$ cat src/rtl/tx_frame_arbiter.sv
// tx_frame_arbiter
//   Round-robin arbiter that shares the UART TX FIFO write port between two
//   frame requesters (0: command responses, 1: status/error reports). A granted
//   frame is latched whole and then written into the FIFO one byte per cycle,
//   least-significant byte first, stalling while FIFO_FULL is high. Frames are
//   atomic: the other requester waits until the current frame is finished.
//
// Ports
//   CLK, RST          clock, asynchronous active-high reset
//   REQx, LENx, DATAx frame request (held until ACKx), length in bytes, payload
//   ACKx              one-cycle pulse, frame latched (first SEND cycle)
//   DONEx             one-cycle pulse, last byte of the frame written
//   FIFO_FULL         TX FIFO full, already in the CLK domain
//   FIFO_WR_DATA/INC  FIFO write byte and strobe (data forced to 0 when idle)
//   BUSY              high while a frame is being sent
module tx_frame_arbiter #(
  parameter int MAX_BYTES = 4,
  parameter int LW        = $clog2(MAX_BYTES + 1)
) (
  input  logic                   CLK,
  input  logic                   RST,
  input  logic                   REQ0,
  input  logic                   REQ1,
  input  logic [LW-1:0]          LEN0,
  input  logic [LW-1:0]          LEN1,
  input  logic [8*MAX_BYTES-1:0] DATA0,
  input  logic [8*MAX_BYTES-1:0] DATA1,
  output logic                   ACK0,
  output logic                   ACK1,
  output logic                   DONE0,
  output logic                   DONE1,
  input  logic                   FIFO_FULL,
  output logic [7:0]             FIFO_WR_DATA,
  output logic                   FIFO_WR_INC,
  output logic                   BUSY
);

  typedef enum logic {IDLE, SEND} state_t;

  localparam logic [LW-1:0] MAX_LEN = LW'(MAX_BYTES);

  state_t                   state;
  logic                     owner;
  logic                     rr_ptr;
  logic [8*MAX_BYTES-1:0]   frame_buf;
  logic [LW-1:0]            len;
  logic [LW-1:0]            idx;
  logic                     grant;
  logic                     wr_inc;
  logic                     last_byte;
  logic [7:0]               cur_byte;

  // Oversized lengths are sent as a full MAX_BYTES frame.
  function automatic logic [LW-1:0] clamp_len(input logic [LW-1:0] l);
    return (l > MAX_LEN) ? MAX_LEN : l;
  endfunction

  // Winner when granting: rr_ptr breaks ties, otherwise the lone requester.
  assign grant = (REQ0 && REQ1) ? rr_ptr : REQ1;

  always_comb begin
    cur_byte = 8'h00;
    for (int k = 0; k < MAX_BYTES; k++) begin
      if (idx == LW'(k)) cur_byte = frame_buf[8*k +: 8];
    end
  end

  assign wr_inc       = (state == SEND) && !FIFO_FULL && (idx < len);
  assign last_byte    = (idx == len - LW'(1));
  assign FIFO_WR_INC  = wr_inc;
  assign FIFO_WR_DATA = wr_inc ? cur_byte : 8'h00;
  assign BUSY         = (state == SEND);

  always_ff @(posedge CLK or posedge RST) begin
    if (RST) begin
      state     <= IDLE;
      owner     <= 1'b0;
      rr_ptr    <= 1'b0;
      frame_buf <= '0;
      len       <= '0;
      idx       <= '0;
      ACK0      <= 1'b0;
      ACK1      <= 1'b0;
      DONE0     <= 1'b0;
      DONE1     <= 1'b0;
    end else begin
      ACK0  <= 1'b0;
      ACK1  <= 1'b0;
      DONE0 <= 1'b0;
      DONE1 <= 1'b0;
      case (state)
        IDLE: begin
          if (REQ0 || REQ1) begin
            owner     <= grant;
            rr_ptr    <= ~grant;
            frame_buf <= grant ? DATA1 : DATA0;
            len       <= clamp_len(grant ? LEN1 : LEN0);
            idx       <= '0;
            state     <= SEND;
            ACK0      <= ~grant;
            ACK1      <= grant;
          end
        end
        SEND: begin
          // A zero-length frame spends exactly one cycle in SEND.
          if (len == '0) begin
            state <= IDLE;
            DONE0 <= ~owner;
            DONE1 <= owner;
          end else if (wr_inc) begin
            idx <= idx + LW'(1);
            if (last_byte) begin
              state <= IDLE;
              DONE0 <= ~owner;
              DONE1 <= owner;
            end
          end
        end
        default: state <= IDLE;
      endcase
    end
  end

endmodule

$ cat config.mk
export PLATFORM = sky130hd
export DESIGN_NAME = tx_frame_arbiter
export DESIGN_NICKNAME = d
export VERILOG_FILES = /design/src/rtl/tx_frame_arbiter.sv
export SDC_FILE = /design/constraint.sdc
export NUM_CORES = 1
export LEC_CHECK = 0
export ABC_AREA = 1
export BUFFER_PORTS_ARGS = -buffer_cell sky130_fd_sc_hd__buf_2
export CAP_MARGIN = 20
export CORE_ASPECT_RATIO = 1.5
export CORE_MARGIN = 3
export CORE_UTILIZATION = 56
export CTS_BUF_LIST = sky130_fd_sc_hd__clkbuf_2 sky130_fd_sc_hd__clkbuf_4 sky130_fd_sc_hd__clkbuf_8
export DETAILED_ROUTE_END_ITERATION = 8
export PLACE_DENSITY = 0.88
export REMOVE_ABC_BUFFERS = 1
export SLEW_MARGIN = 40
export SYNTH_ARGS = -nofsm -noshare
export SYNTH_HDL_FRONTEND = slang
export SYNTH_SLANG_ARGS = --single-unit
$ cat constraint.sdc
create_clock -name CLK -period 4.2 [get_ports CLK]
set_input_delay 0.21 -clock CLK [delete_from_list [all_inputs] [get_ports CLK]]
set_output_delay 0.21 -clock CLK [all_outputs]
set_load 0.01 [all_outputs]
# --- Word level (Yosys, flattened, before mapping) ---
# Index checks and enable logic that the tools add are counted.
word_totals:
  reg_bits: 45
  in_bits: 75
  output_inout_bits: 14
  elab_cells: 63
op_classes:
  n_addsub: 2
  n_lt_le_gt_ge: 2
  eq_ne: 7
  n_mux: 30
  n_bitwise: 3
  reduce_logical: 9
op_table:
  columns: ["operator", "count"]
  rows:
  - ["2-to-1 mux 8 bit", 5]
  - ["2-to-1 mux 32 bit", 1]
  - ["2-to-1 mux 1 bit", 17]
  - ["2-to-1 mux 3 bit", 5]
  - ["== test 3 x 2 -> 1 bit (second input constant)", 2]
  - ["logical NOT 3 bit", 2]
  - ["case mux 3 bit (2 select lines)", 1]
  - ["!= test 2 bit (second input constant)", 2]
  - ["adder 3 x 1 -> 3 bit (second input constant)", 1]
  - ["== test 3 x 1 -> 1 bit (second input constant)", 1]
  - ["== test 3 bit", 1]
  - ["> comparator 3 bit (second input constant)", 1]
  - ["logical AND 1 bit", 3]
  - ["< comparator 3 bit", 1]
  - ["inverter 1 bit", 3]
  - ["AND reduction 3 bit", 1]
  - ["subtractor 3 x 1 -> 3 bit (second input constant)", 1]
  - ["!= test 2 x 1 -> 1 bit (second input constant)", 1]
  - ["case mux 1 bit (2 select lines)", 1]
  - ["AND reduction 2 bit", 1]
  - ["logical NOT 1 bit", 1]
  - ["logical OR 1 bit", 1]

# --- Logic depth before layout (Yosys ltp) ---
# Gate-level depths: netlist (run 1).
logic_depth:
  word_depth: 6
  depth_mapped: 10
  mapped_depth_nobuf: 10

# --- Worst setup path after synthesis (run 1) ---
# Ideal clock, no wire load.
synth_timing:
  path_type: "register -> output"
  from: "register len[2]"
  to: "output port FIFO_WR_DATA[0]"
  t_arrival_ps: 1559
  required_time_ps: 3990
  path_slack_ps: 2431
  path_stages_with_launch: 8
  path_buffers: 0
  cell_sequence: "dfrtp_1 > inv_1 > ha_1 > a21oi_1 > nand2_1 > nor2_1 > inv_1 > a21oi_1"
synth_via:
  elab_chain_cells: 3
synth_rtl:
  columns: ["element", "line_no", "rtl"]
  rows:
  - ["start: declaration", "46", "logic [LW-1:0] len;"]
  - ["start signal: assignment", "97", "len <= clamp_len(grant ? LEN1 : LEN0);"]
  - ["< comparator 3 bit", "68", "assign wr_inc = (state == SEND) && !FIFO_FULL && (idx < len);"]
  - ["logical AND 1 bit", "68", null]
  - ["net FIFO_WR_INC", "34", "output logic FIFO_WR_INC,"]
  - ["2-to-1 mux 8 bit", "71", "assign FIFO_WR_DATA = wr_inc ? cur_byte : 8'h00;"]
  - ["end: declaration", "33", "output logic [7:0] FIFO_WR_DATA,"]
# The timed path passes the listed nets, and every way through them passes these cells.

# --- Worst setup path in the final report (run 1) ---
layout_timing:
  from: "register idx[1]"
  to: "output port FIFO_WR_DATA[7]"
layout_via:
  elab_chain_cells: 6
  word_cells_on_any_way: 11
  classes_between: "order compare (1); eq/ne (3); mux (5); reduce/logical (2)"
layout_rtl:
  columns: ["element", "line_no", "rtl"]
  rows:
  - ["start: declaration", "47", "logic [LW-1:0] idx;"]
  - ["start signal: assignment", "111", "idx <= idx + LW'(1);"]
  - ["logical NOT 3 bit", "64", "if (idx == LW'(k)) cur_byte = frame_buf[8*k +: 8];"]
  - ["2-to-1 mux 8 bit (4 in series)", "64", null]
  - ["2-to-1 mux 8 bit *", "71", null]
# Mark *: on every way between the ends. The rest lies on a longest branch, timed or not.

==> run_results.csv, run 1 <==
group,metric,value,unit
synth,synth.largest_area_cell,"dfrtp_1",
min_path,hp-class,"primary input to flop",
power_and_ir_drop,p_int,1.22,mW
worst_setup_path,cp.arrival,2230,ps
timing,worstMarginPinSlew,813,ps
power_and_ir_drop,combPwrFrac,0.461,
floorplanning,dieWidth,60.7,um
clock_network,postCtsSetupRepairBufs,0,
route,dr.pass1.iters,4,
finish,nFillCells,367,
synth,ys.warnings.count,0,
clock_network,clk_pin_slew,90,ps
floorplanning,dieArea,5350,um^2
floorplanning,placeableCoreArea,4280,um^2
floorplanning,fp-row-count,29,
timing,max_slew_margin,0.458,
worst_setup_path,path_class,"flop to output pin",
synth,synth_area,2510,um^2
finish,drive_gt1_frac,0.245,
synth,netlist.area_leader.share,0.448,
placement,gp_congestion,0.949,
grt,grt_use_total,0.266,
power_and_ir_drop,clockPowerShare,0.180,
grt,antenna_found_initial,0,
synth,synth_area_leaders,"dfrtp_1 (45%), nand2_1 (16%), a21oi_1 (11%)",
floorplanning,top_level_ports,89,
finish,multi_input_area,1200,um^2
grt,grt_pass1_wl,10800,um
clock_network,tritoncts,"yes",
clock_network,root_buffer,"clkbuf_8",
status,outcome,"completed",
timing,fin_setup_tns,0,ps
power_and_ir_drop,peakVddDrop,0.338,mV
timing,skew,10.9,ps
timing,rsz0062_at_grt,"false",
route,drt_iter0_drc,123,
finish,diodes,0,
worst_setup_path,path_max_fanout,9,
finish,regArea,1130,um^2
finish,postLayoutCellArea,3090,um^2
route,wl_per_cell,14.7,um
timing,setup_ws,1760,ps
timing,clock.fmax,410,MHz
worst_setup_path,worstPathRequired,3990,ps
clock_network,cts-resized-gates,0,
placement,dp_cells,462,
clock_network,clock-sinks,45,
placement,dpl_worst_slack,2140,ps
route,routed_wirelength,6930,um
worst_setup_path,end_kind,"output pin",
floorplanning,start_util,0.587,
grt,grt_max_degree,46,
synth,ys_seq_area_frac,0.448,
route,ant_nets,0,
floorplanning,die_h,88.1,um
timing,finalSetupViolations,0,
power_and_ir_drop,power.leakage,1.64,nW
timing,hold-worst-slack,103,ps
min_path,holdCritStartpoint,"DATA0[9]",
route,viasPerCell,5.46,
power_and_ir_drop,totalPowerFinal,2.15,mW
timing,fin_crit_sh,0.580,
power_and_ir_drop,p_sw,0.924,mW
placement,port_buffers,88,
finish,nets,509,
power_and_ir_drop,cellPowerDensity,696,nW/um^2
route,drc_errors,0,
timing,final_hold_viol_count,0,
worst_setup_path,worstReg2RegStart,"rr_ptr",
worst_setup_path,timing.critical_path.from,"idx[1]",
synth,synthDistinctLibCells,18,
worst_setup_path,critPathLaunchType,"flop",
finish,areaGrowthSynthToFinish,22.7,%
finish,utilization,0.721,
power_and_ir_drop,swShare,0.430,
clock_network,htreeDepth,2,
synth,avgSynthCellArea,7.38,um^2
clock_network,ctsLongestPathBuffers,2,
synth,ys_ff_latch,45,
timing,min_period,2440,ps
job,cap_violations,0,
grt,grt-ovfl-total,0,
power_and_ir_drop,p_seq_frac,0.359,
placement,hpwl,4890,um
grt,grt_pass1_vias,2510,
clock_network,clock_latency,300,ps
timing,drv_slew,0,
route,vias,2573,
finish,stdcell_count,471,
clock_network,numCtsBuffers,5,
placement,place_area,2940,um^2
synth,synthCells,341,
power by group through the flow:
stage          registers [mW]  logic [mW]  clock network [mW]
2_1_floorplan           0.740       0.677                   0
3_3_place_gp            0.763       0.930                   0
3_5_place_dp            0.770       0.972                   0
4_1_cts                 0.767       0.987               0.387
5_1_grt                 0.789        1.12               0.405
6_report                0.772       0.991               0.386
synth_stat cells, drive strengths merged:
cell	count
a21boi	1
o21ai	11
nand3	32
inv	28
xnor2	1
clkbuf	1
nand2	110
buf	13
nor2	30
a21oi	57
o21bai	2
ha	10
dfrtp	45
kinds of logic after synthesis:
group,after synthesis,synth area share
buffers and inverters,42,0.0741
adder cells (fa/ha/maj),10,0.0498
AO/OA/AOI/OAI,71,0.150
flip-flops,45,0.448
XOR/XNOR,1,0.00348
AND/OR/NAND/NOR,172,0.275
cell usage in the layout (no fill, tap or decap), drive strengths merged:
cell	n
o21bai	2
clkbuf	5
inv	28
dlygate4sd3	1
xnor2	1
nand2	110
ha	10
dfrtp	45
nand3	32
nor2	30
bufinv	2
a21boi	1
buf	89
a21oi	57
clkinv	1
o21ai	11
final cells by class:
class | instances | area share
Inverter | 28 | 0.0349
Timing Repair Buffer | 90 | 0.148
Clock buffer | 5 | 0.0223
Multi-Input combinational cell | 254 | 0.390
Clock inverter | 3 | 0.0211
Sequential cell | 45 | 0.365
Tap cell | 46 | 0.0187
worst max-delay path: stages (launching register included):
cell	delay (ps)
dfrtp_1	450
inv_1	120
ha_1	160
inv_2	80
nor2_1	460
nand2_1	120
nand3_1	150
nand2_1	80
a21oi_1	160
buf_2	160
routing by layer:
layer	vias to the layer above	share of wire	routed length, um	GRT usage
met1	1187	0.35	2450	0.299
met2	111	0.55	3830	0.486
met5	-	0	0	0
met3	14	0.067	465	0.0516
met4	0	0.026	178	0.0888
li1	1261	-	-	-
sequential cells by signal (all words and copies together) (netlist names):
register   count
ACK0           1
ACK1           1
BUSY           1
DONE0          1
DONE1          1
frame_buf     32
idx            3
len            3
owner          1
rr_ptr         1
what timing repair did:
item                                   CTS  global route
hold buffers                             1             0
setup endpoints to repair                0             0
endpoints found under the hold margin   45             0
path summary, 6_finish.rpt:
| path | slack, ps | to | cells after the start |
|---|---|---|---|
| max | 1760 | FIFO_WR_DATA[7] | 9 |
| min | 100 | frame_buf[9] | 3 |
| max in group asynchronous | 3300 | frame_buf[19] | 3 |
| min in group asynchronous | 510 | frame_buf[30] | 3 |
| min reg2reg | 510 | DONE1 | 2 |
| max reg2reg | 2320 | frame_buf[5] | 6 |
Note: power is estimated with default switching activity, not from simulation.
==> run 2, diff against run 1 <==
--- a/config.mk
+++ b/config.mk
@@ -5,15 +5,15 @@
 export SDC_FILE = /design/constraint.sdc
 export NUM_CORES = 1
 export LEC_CHECK = 0
-export ABC_AREA = 1
+export ABC_AREA = 0
 export BUFFER_PORTS_ARGS = -buffer_cell sky130_fd_sc_hd__buf_2
 export CAP_MARGIN = 20
 export CORE_ASPECT_RATIO = 1.5
 export CORE_MARGIN = 3
-export CORE_UTILIZATION = 56
+export CORE_UTILIZATION = 46
 export CTS_BUF_LIST = sky130_fd_sc_hd__clkbuf_2 sky130_fd_sc_hd__clkbuf_4 sky130_fd_sc_hd__clkbuf_8
 export DETAILED_ROUTE_END_ITERATION = 8
-export PLACE_DENSITY = 0.88
+export PLACE_DENSITY = 0.78
 export REMOVE_ABC_BUFFERS = 1
 export SLEW_MARGIN = 40
 export SYNTH_ARGS = -nofsm -noshare
==> constraint.sdc (replaced) <==
create_clock -name CLK -period 2.1 [get_ports CLK]
set_input_delay 0.105 -clock CLK [delete_from_list [all_inputs] [get_ports CLK]]
set_output_delay 0.105 -clock CLK [all_outputs]
set_load 0.01 [all_outputs]
==> run 2 against run 1 <==
Synthesized area fell by 1.0%. Global-route usage fell by 6.8 points. Via count fell by 14%. Non-clock buffer count rose by 12. Sequential share of layout area fell by 0.93 points. Clock power rose by 43%. Routed wire length fell by 10%. Utilization fell by 11 points. Combinational power rose by 120%. Register-to-register slack got worse by 2100 ps. Final area rose by 2.7%. Critical path depth fell by 2. Largest cell class unchanged.
==> run_results.csv, run 2 <==
group,metric,value,unit
status,outcome,"completed",
timing,skew,4.97,ps
clock_network,ctsLongestPathBuffers,2,
timing,drv_slew,0,
route,viasPerCell,5.28,
finish,largestRegisters,"frame_buf (32), idx (3), len (3)",
route,ant_nets,0,
power_and_ir_drop,swShare,0.400,
placement,gp_congestion,0.888,
grt,grt_use_total,0.198,
placement,dpl_worst_slack,165,ps
clock_network,clock-sinks,45,
min_path,hp-class,"primary input to flop",
power_and_ir_drop,p_sw,1.69,mW
timing,clock.fmax,492,MHz
route,dr.pass1.iters,4,
synth,synth-edff-count,0,
power_and_ir_drop,p_int,2.54,mW
placement,port_buffers,88,
synth,synthDistinctLibCells,33,
floorplanning,start_util,0.478,
worst_setup_path,critPathLaunchType,"flop",
synth,ys.warnings.count,0,
worst_setup_path,end_kind,"output pin",
floorplanning,dieArea,6350,um^2
finish,layout_commonest_cell,"buf_2",
floorplanning,top_level_ports,89,
timing,finalSetupViolations,0,
synth,synth.largest_area_cell,"dfrtp_1",
clock_network,tritoncts,"yes",
clock_network,htreeDepth,2,
grt,grt_max_degree,38,
synth,ys_ff_latch,45,
route,vias,2208,
clock_network,clock_latency,290,ps
finish,nFillCells,460,
placement,dp_cells,407,
worst_setup_path,path_class,"flop to output pin",
power_and_ir_drop,combPwrFrac,0.506,
power_and_ir_drop,p_seq_frac,0.364,
floorplanning,placeableCoreArea,5200,um^2
min_path,holdCritStartpoint,"DATA1[5]",
route,drt_iter0_drc,64,
clock_network,clk_pin_slew,80,ps
min_path,whs_path_depth,2,
synth,synth_most_common_cell,"dfrtp_1",
timing,max_slew_margin,0.598,
clock_network,numCtsBuffers,5,
worst_setup_path,ff2ff_setup_slack,230,ps
synth,async_flop_share,1.00,
finish,stdcell_count,418,
grt,grt_pass1_wl,9690,um
timing,fin_crit_sh,0.968,
route,wl_per_cell,14.9,um
power_and_ir_drop,peakVddDrop,0.638,mV
timing,final_hold_viol_count,0,
worst_setup_path,cp.arrival,1930,ps
floorplanning,fp-row-count,32,
job,cap_violations,0,
worst_setup_path,timing.rr.end,"idx[2]",
finish,final_cell_mix,"buf_2 (88), dfrtp_1 (44), nand2_1 (36)",
finish,largest_register_ffs,32,
synth,yosys-top-cells-count,"dfrtp_1 (45), nand2_1 (36), o21ai_0 (31), mux2i_1 (27), nor2_1 (14)",
finish,areaGrowthSynthToFinish,27.3,%
clock_network,root_buffer,"clkbuf_8",
grt,grt-ovfl-total,0,
timing,setup_ws,67.8,ps
finish,diodes,0,
synth,synthCells,256,
route,routed_wirelength,6210,um
synth,synth_area,2490,um^2
synth,synth_area_leaders,"dfrtp_1 (45%), mux2i_1 (11%), o21ai_0 (6.2%)",
min_path,whs_endpoint,"frame_buf[5]",
grt,antenna_found_initial,0,
placement,place_area,3010,um^2
timing,min_period,2030,ps
finish,top_register,"frame_buf",
synth,netlist.area_leader.share,0.452,
worst_setup_path,r2r_cells,4,
worst_setup_path,worstReg2RegStart,"BUSY",
worst_setup_path,worstPathRequired,2000,ps
worst_setup_path,path_max_fanout,6,
floorplanning,die_h,96.1,um
floorplanning,dieWidth,66.1,um
synth,avgSynthCellArea,9.73,um^2
power_and_ir_drop,totalPowerFinal,4.23,mW
synth,ys_seq_area_frac,0.452,
power_and_ir_drop,cellPowerDensity,1340,nW/um^2
power_and_ir_drop,power.leakage,1.65,nW
finish,drive_gt1_frac,0.354,
finish,multi_input_area,1280,um^2
route,drc_errors,0,
finish,postLayoutCellArea,3170,um^2
timing,worstMarginPinSlew,603,ps
grt,grt_pass1_vias,2148,
placement,hpwl,4620,um
finish,nets,435,
finish,regArea,1130,um^2
synth,synth_flop_cell,"dfrtp_1",
power_and_ir_drop,clockPowerShare,0.131,
run 2: cell count changes after synthesis, moves of 10 or more:
cell / before / now
a21oi_1: 57 / 8
mux2i_1: 0 / 27
o21ai_0: 8 / 31
a221o_1: 0 / 10
nor2_1: 30 / 14
nand3_1: 32 / 2
nand2_1: 108 / 36
inv_1: 26 / 11
run 2: worst max path at each step:
stage / start / endpoint / slack [ps]
after floorplan: rr_ptr / frame_buf[1] / 240
after global placement: idx[1] / FIFO_WR_DATA[0] / 190
after detailed placement: idx[1] / FIFO_WR_DATA[0] / 170
after CTS: idx[1] / FIFO_WR_DATA[6] / 8
after global routing: len[1] / FIFO_WR_DATA[2] / -20
final: idx[1] / FIFO_WR_DATA[6] / 70
run 2: cell families after synthesis:
logic type,synth area share
mux,0.109
flops,0.452
simple gates,0.142
xor+xnor,0.0106
buf+inv,0.0523
fa+ha+maj,0.0503
compound gates,0.184
run 2: layout make-up:
class | instances | share of cell area
multi-input combinational | 185 | 0.403
sequential | 45 | 0.356
tap | 68 | 0.0268
clock buffer | 7 | 0.0284
timing repair buffer | 102 | 0.173
inverter | 11 | 0.0130
run 2: per-stage QoR:
| stage | utilization | hold WS (ps) | setup TNS (ps) |
|---|---|---|---|
| 2_1_floorplan | - | 250 | 0 |
| 3_3_place_gp | 0.578 | 141 | 0 |
| 3_5_place_dp | 0.579 | 148 | 0 |
| 4_1_cts | 0.601 | 30.6 | 0 |
| 5_1_grt | 0.609 | 35.0 | -57.0 |
| 6_report | 0.609 | 29.8 | 0 |
run 2: what timing repair did:
| item | 4_1_cts | 5_1_grt |
|---|---|---|
| buffers inserted | 0 | 2 |
| endpoints found under the setup margin | 9 | 8 |
| gates resized for setup | 4 | 9 |
| hold buffers | 1 | 0 |
| pin swaps | 1 | 3 |
| hold endpoints to repair | 20 | 0 |
| gates cloned | 1 | 0 |
run 2: critical path, cell delays in order, from the launching register on:
cell and delay, ps:
dfrtp_2 450, ha_1 290, nor2b_1 140, o21ai_2 150, buf_4 150, nand3_4 120
nor2_1 180, buf_2 160
run 2: layer usage:
| layer | global-route usage | share of wire | up-vias |
|---|---|---|---|
| met4 | 0.0780 | 0.031 | 0 |
| met3 | 0.0350 | 0.055 | 14 |
| met5 | 0 | 0 | - |
| met2 | 0.351 | 0.53 | 71 |
| met1 | 0.234 | 0.38 | 1038 |
| li1 | - | - | 1085 |
run 2: power by group through the flow:
stage	registers (mW)	clock network [mW]	logic (mW)
after CTS	1.53	0.563	2.06
final	1.54	0.553	2.14
after detailed placement	1.53	0	2.00
after global placement	1.51	0	1.94
after global routing	1.59	0.599	2.39
after floorplan	1.48	0	1.36
==> run 3, diff against run 2 <==
--- a/config.mk
+++ b/config.mk
@@ -5,15 +5,15 @@
 export SDC_FILE = /design/constraint.sdc
 export NUM_CORES = 1
 export LEC_CHECK = 0
-export ABC_AREA = 0
+export ABC_AREA = 1
 export BUFFER_PORTS_ARGS = -buffer_cell sky130_fd_sc_hd__buf_2
 export CAP_MARGIN = 20
 export CORE_ASPECT_RATIO = 1.5
 export CORE_MARGIN = 3
-export CORE_UTILIZATION = 46
+export CORE_UTILIZATION = 47
 export CTS_BUF_LIST = sky130_fd_sc_hd__clkbuf_2 sky130_fd_sc_hd__clkbuf_4 sky130_fd_sc_hd__clkbuf_8
 export DETAILED_ROUTE_END_ITERATION = 8
-export PLACE_DENSITY = 0.78
+export PLACE_DENSITY = 0.79
 export REMOVE_ABC_BUFFERS = 1
 export SLEW_MARGIN = 40
 export SYNTH_ARGS = -nofsm -noshare
==> run 3 against run 2 <==
First-iteration DRC count up 91%. Largest power group unchanged. Highest routed layer unchanged. Global-route usage grew 2.7 points. Utilization up 0.54 points.
==> run_results.csv, run 3 (synthesis gave the netlist of run 1 again) <==
group,metric,value,unit
finish,utilization,0.614,
timing,hold-worst-slack,2.22,ps
finish,layout_commonest_cell,"nand2_1",
worst_setup_path,timing.critical_path.from,"len[2]",
route,drc_errors,0,
grt,grt-ovfl-total,0,
job,cap_violations,0,
route,dr.pass1.iters,4,
worst_setup_path,end_kind,"output pin",
grt,antenna_found_initial,0,
route,viasPerCell,5.15,
timing,drv_slew,0,
timing,skew,5.32,ps
floorplanning,top_level_ports,89,
timing,finalSetupViolations,0,
timing,worstMarginPinSlew,771,ps
timing,min_period,2090,ps
grt,grt_max_degree,46,
finish,postLayoutCellArea,3170,um^2
finish,areaGrowthSynthToFinish,26.2,%
grt,grt_pass1_vias,2446,
floorplanning,dieWidth,65.7,um
status,outcome,"completed",
worst_setup_path,worstPathRequired,2000,ps
timing,fin_crit_sh,0.997,
worst_setup_path,cp.arrival,1990,ps
placement,place_area,2990,um^2
worst_setup_path,critPathLaunchType,"flop",
placement,gp_congestion,0.930,
timing,final_hold_viol_count,0,
power_and_ir_drop,peakVddDrop,0.600,mV
placement,port_buffers,88,
clock_network,tritoncts,"yes",
finish,largest_register_ffs,32,
route,vias,2570,
min_path,holdCritStartpoint,"DATA0[1]",
clock_network,ctsLongestPathBuffers,2,
finish,final_cell_mix,"nand2_1 (108), buf_2 (88), a21oi_1 (57)",
route,routed_wirelength,6890,um
worst_setup_path,worstReg2RegStart,"BUSY",
finish,nFillCells,502,
clock_network,clock_latency,300,ps
floorplanning,dieArea,6280,um^2
floorplanning,start_util,0.487,
power_and_ir_drop,power.leakage,1.66,nW
finish,nets,516,
grt,grt_pass1_wl,10700,um
worst_setup_path,path_class,"flop to output pin",
floorplanning,fp-row-count,32,
clock_network,clk_pin_slew,90,ps
grt,grt_use_total,0.225,
floorplanning,die_h,95.6,um
route,wl_per_cell,13.8,um
clock_network,htreeDepth,2,
power_and_ir_drop,cellPowerDensity,1350,nW/um^2
clock_network,root_buffer,"clkbuf_8",
min_path,hp-class,"primary input to flop",
placement,hpwl,5020,um
floorplanning,placeableCoreArea,5160,um^2
clock_network,clock-sinks,45,
route,drt_iter0_drc,122,
finish,diodes,0,
worst_setup_path,path_max_fanout,8,
clock_network,numCtsBuffers,5,
timing,clock.fmax,478,MHz
finish,largestRegisters,"frame_buf (32), idx (3), len (3)",
timing,max_slew_margin,0.486,
route,ant_nets,0,
finish,drive_gt1_frac,0.276,
finish,top_register,"frame_buf",
==> run 3: what timing repair did <==
| item | CTS | global route |
|---|---|---|
| hold endpoints to repair | 45 | 0 |
| setup buffers | 0 | 4 |
| endpoints found under the setup margin | 8 | 8 |
| pin swaps | 0 | 2 |
| hold buffers | 1 | 0 |
| gates resized for setup | 6 | 6 |
==> run 3: worst paths after layout <==
check	to	slack, ps	cells past startpoint
max in group asynchronous	idx[2]	1210	4
worst max register to register	frame_buf[4]	320	5
min in group asynchronous	frame_buf[25]	470	4
worst min-delay path	frame_buf[1]	2	3
worst min register to register	frame_buf[6]	510	2
worst max-delay path	FIFO_WR_DATA[7]	6	8
==> run 3: per-stage QoR <==
stage / TNS, ps / cells / power, mW / worst slack, ps
3_3_place_gp: 0 / 487 / 3.45 / 181
3_5_place_dp: 0 / 487 / 3.50 / 177
5_1_grt: -237 / 499 / 4.65 / -78.7
4_1_cts: 0 / 495 / 4.19 / 41.2
2_1_floorplan: 0 / 327 / 2.83 / 417
6_report: 0 / 499 / 4.28 / 5.94
==> run 3: final cells by class <==
class | instances | area, um^2 | area share
Inverter | 28 | 105 | 0.0331
Timing Repair Buffer | 97 | 523 | 0.165
Multi-Input combinational cell | 254 | 1230 | 0.387
Sequential cell | 45 | 1130 | 0.356
Tap cell | 68 | 85.1 | 0.0268
Clock inverter | 2 | 35.0 | 0.0110
Clock buffer | 5 | 68.8 | 0.0217
==> run 3: worst max-delay path: stages, from the launching register on <==
cell     delay (ps)
dfrtp_1         390
inv_1           140
ha_1            280
a21oi_1         210
nand2_1         120
nor2_4          130
inv_2            90
a21oi_1         170
buf_2           160
==> run 3: metal layers <==
layer | track usage | wire length (um) | vias to the layer above
li1 | - | - | 1281
met5 | 0 | 0 | -
met4 | 0.0934 | 146 | 0
met2 | 0.417 | 3760 | 66
met1 | 0.250 | 2710 | 1210
met3 | 0.0342 | 276 | 13
==> run 3: power breakdown <==
group | switching (mW) | leakage, nW | internal (mW)
Sequential | 0.252 | 0.530 | 1.28
Combinational | 1.32 | 1.07 | 0.781
Clock | 0.303 | 0.0540 | 0.346
Total | 1.87 | 1.66 | 2.41
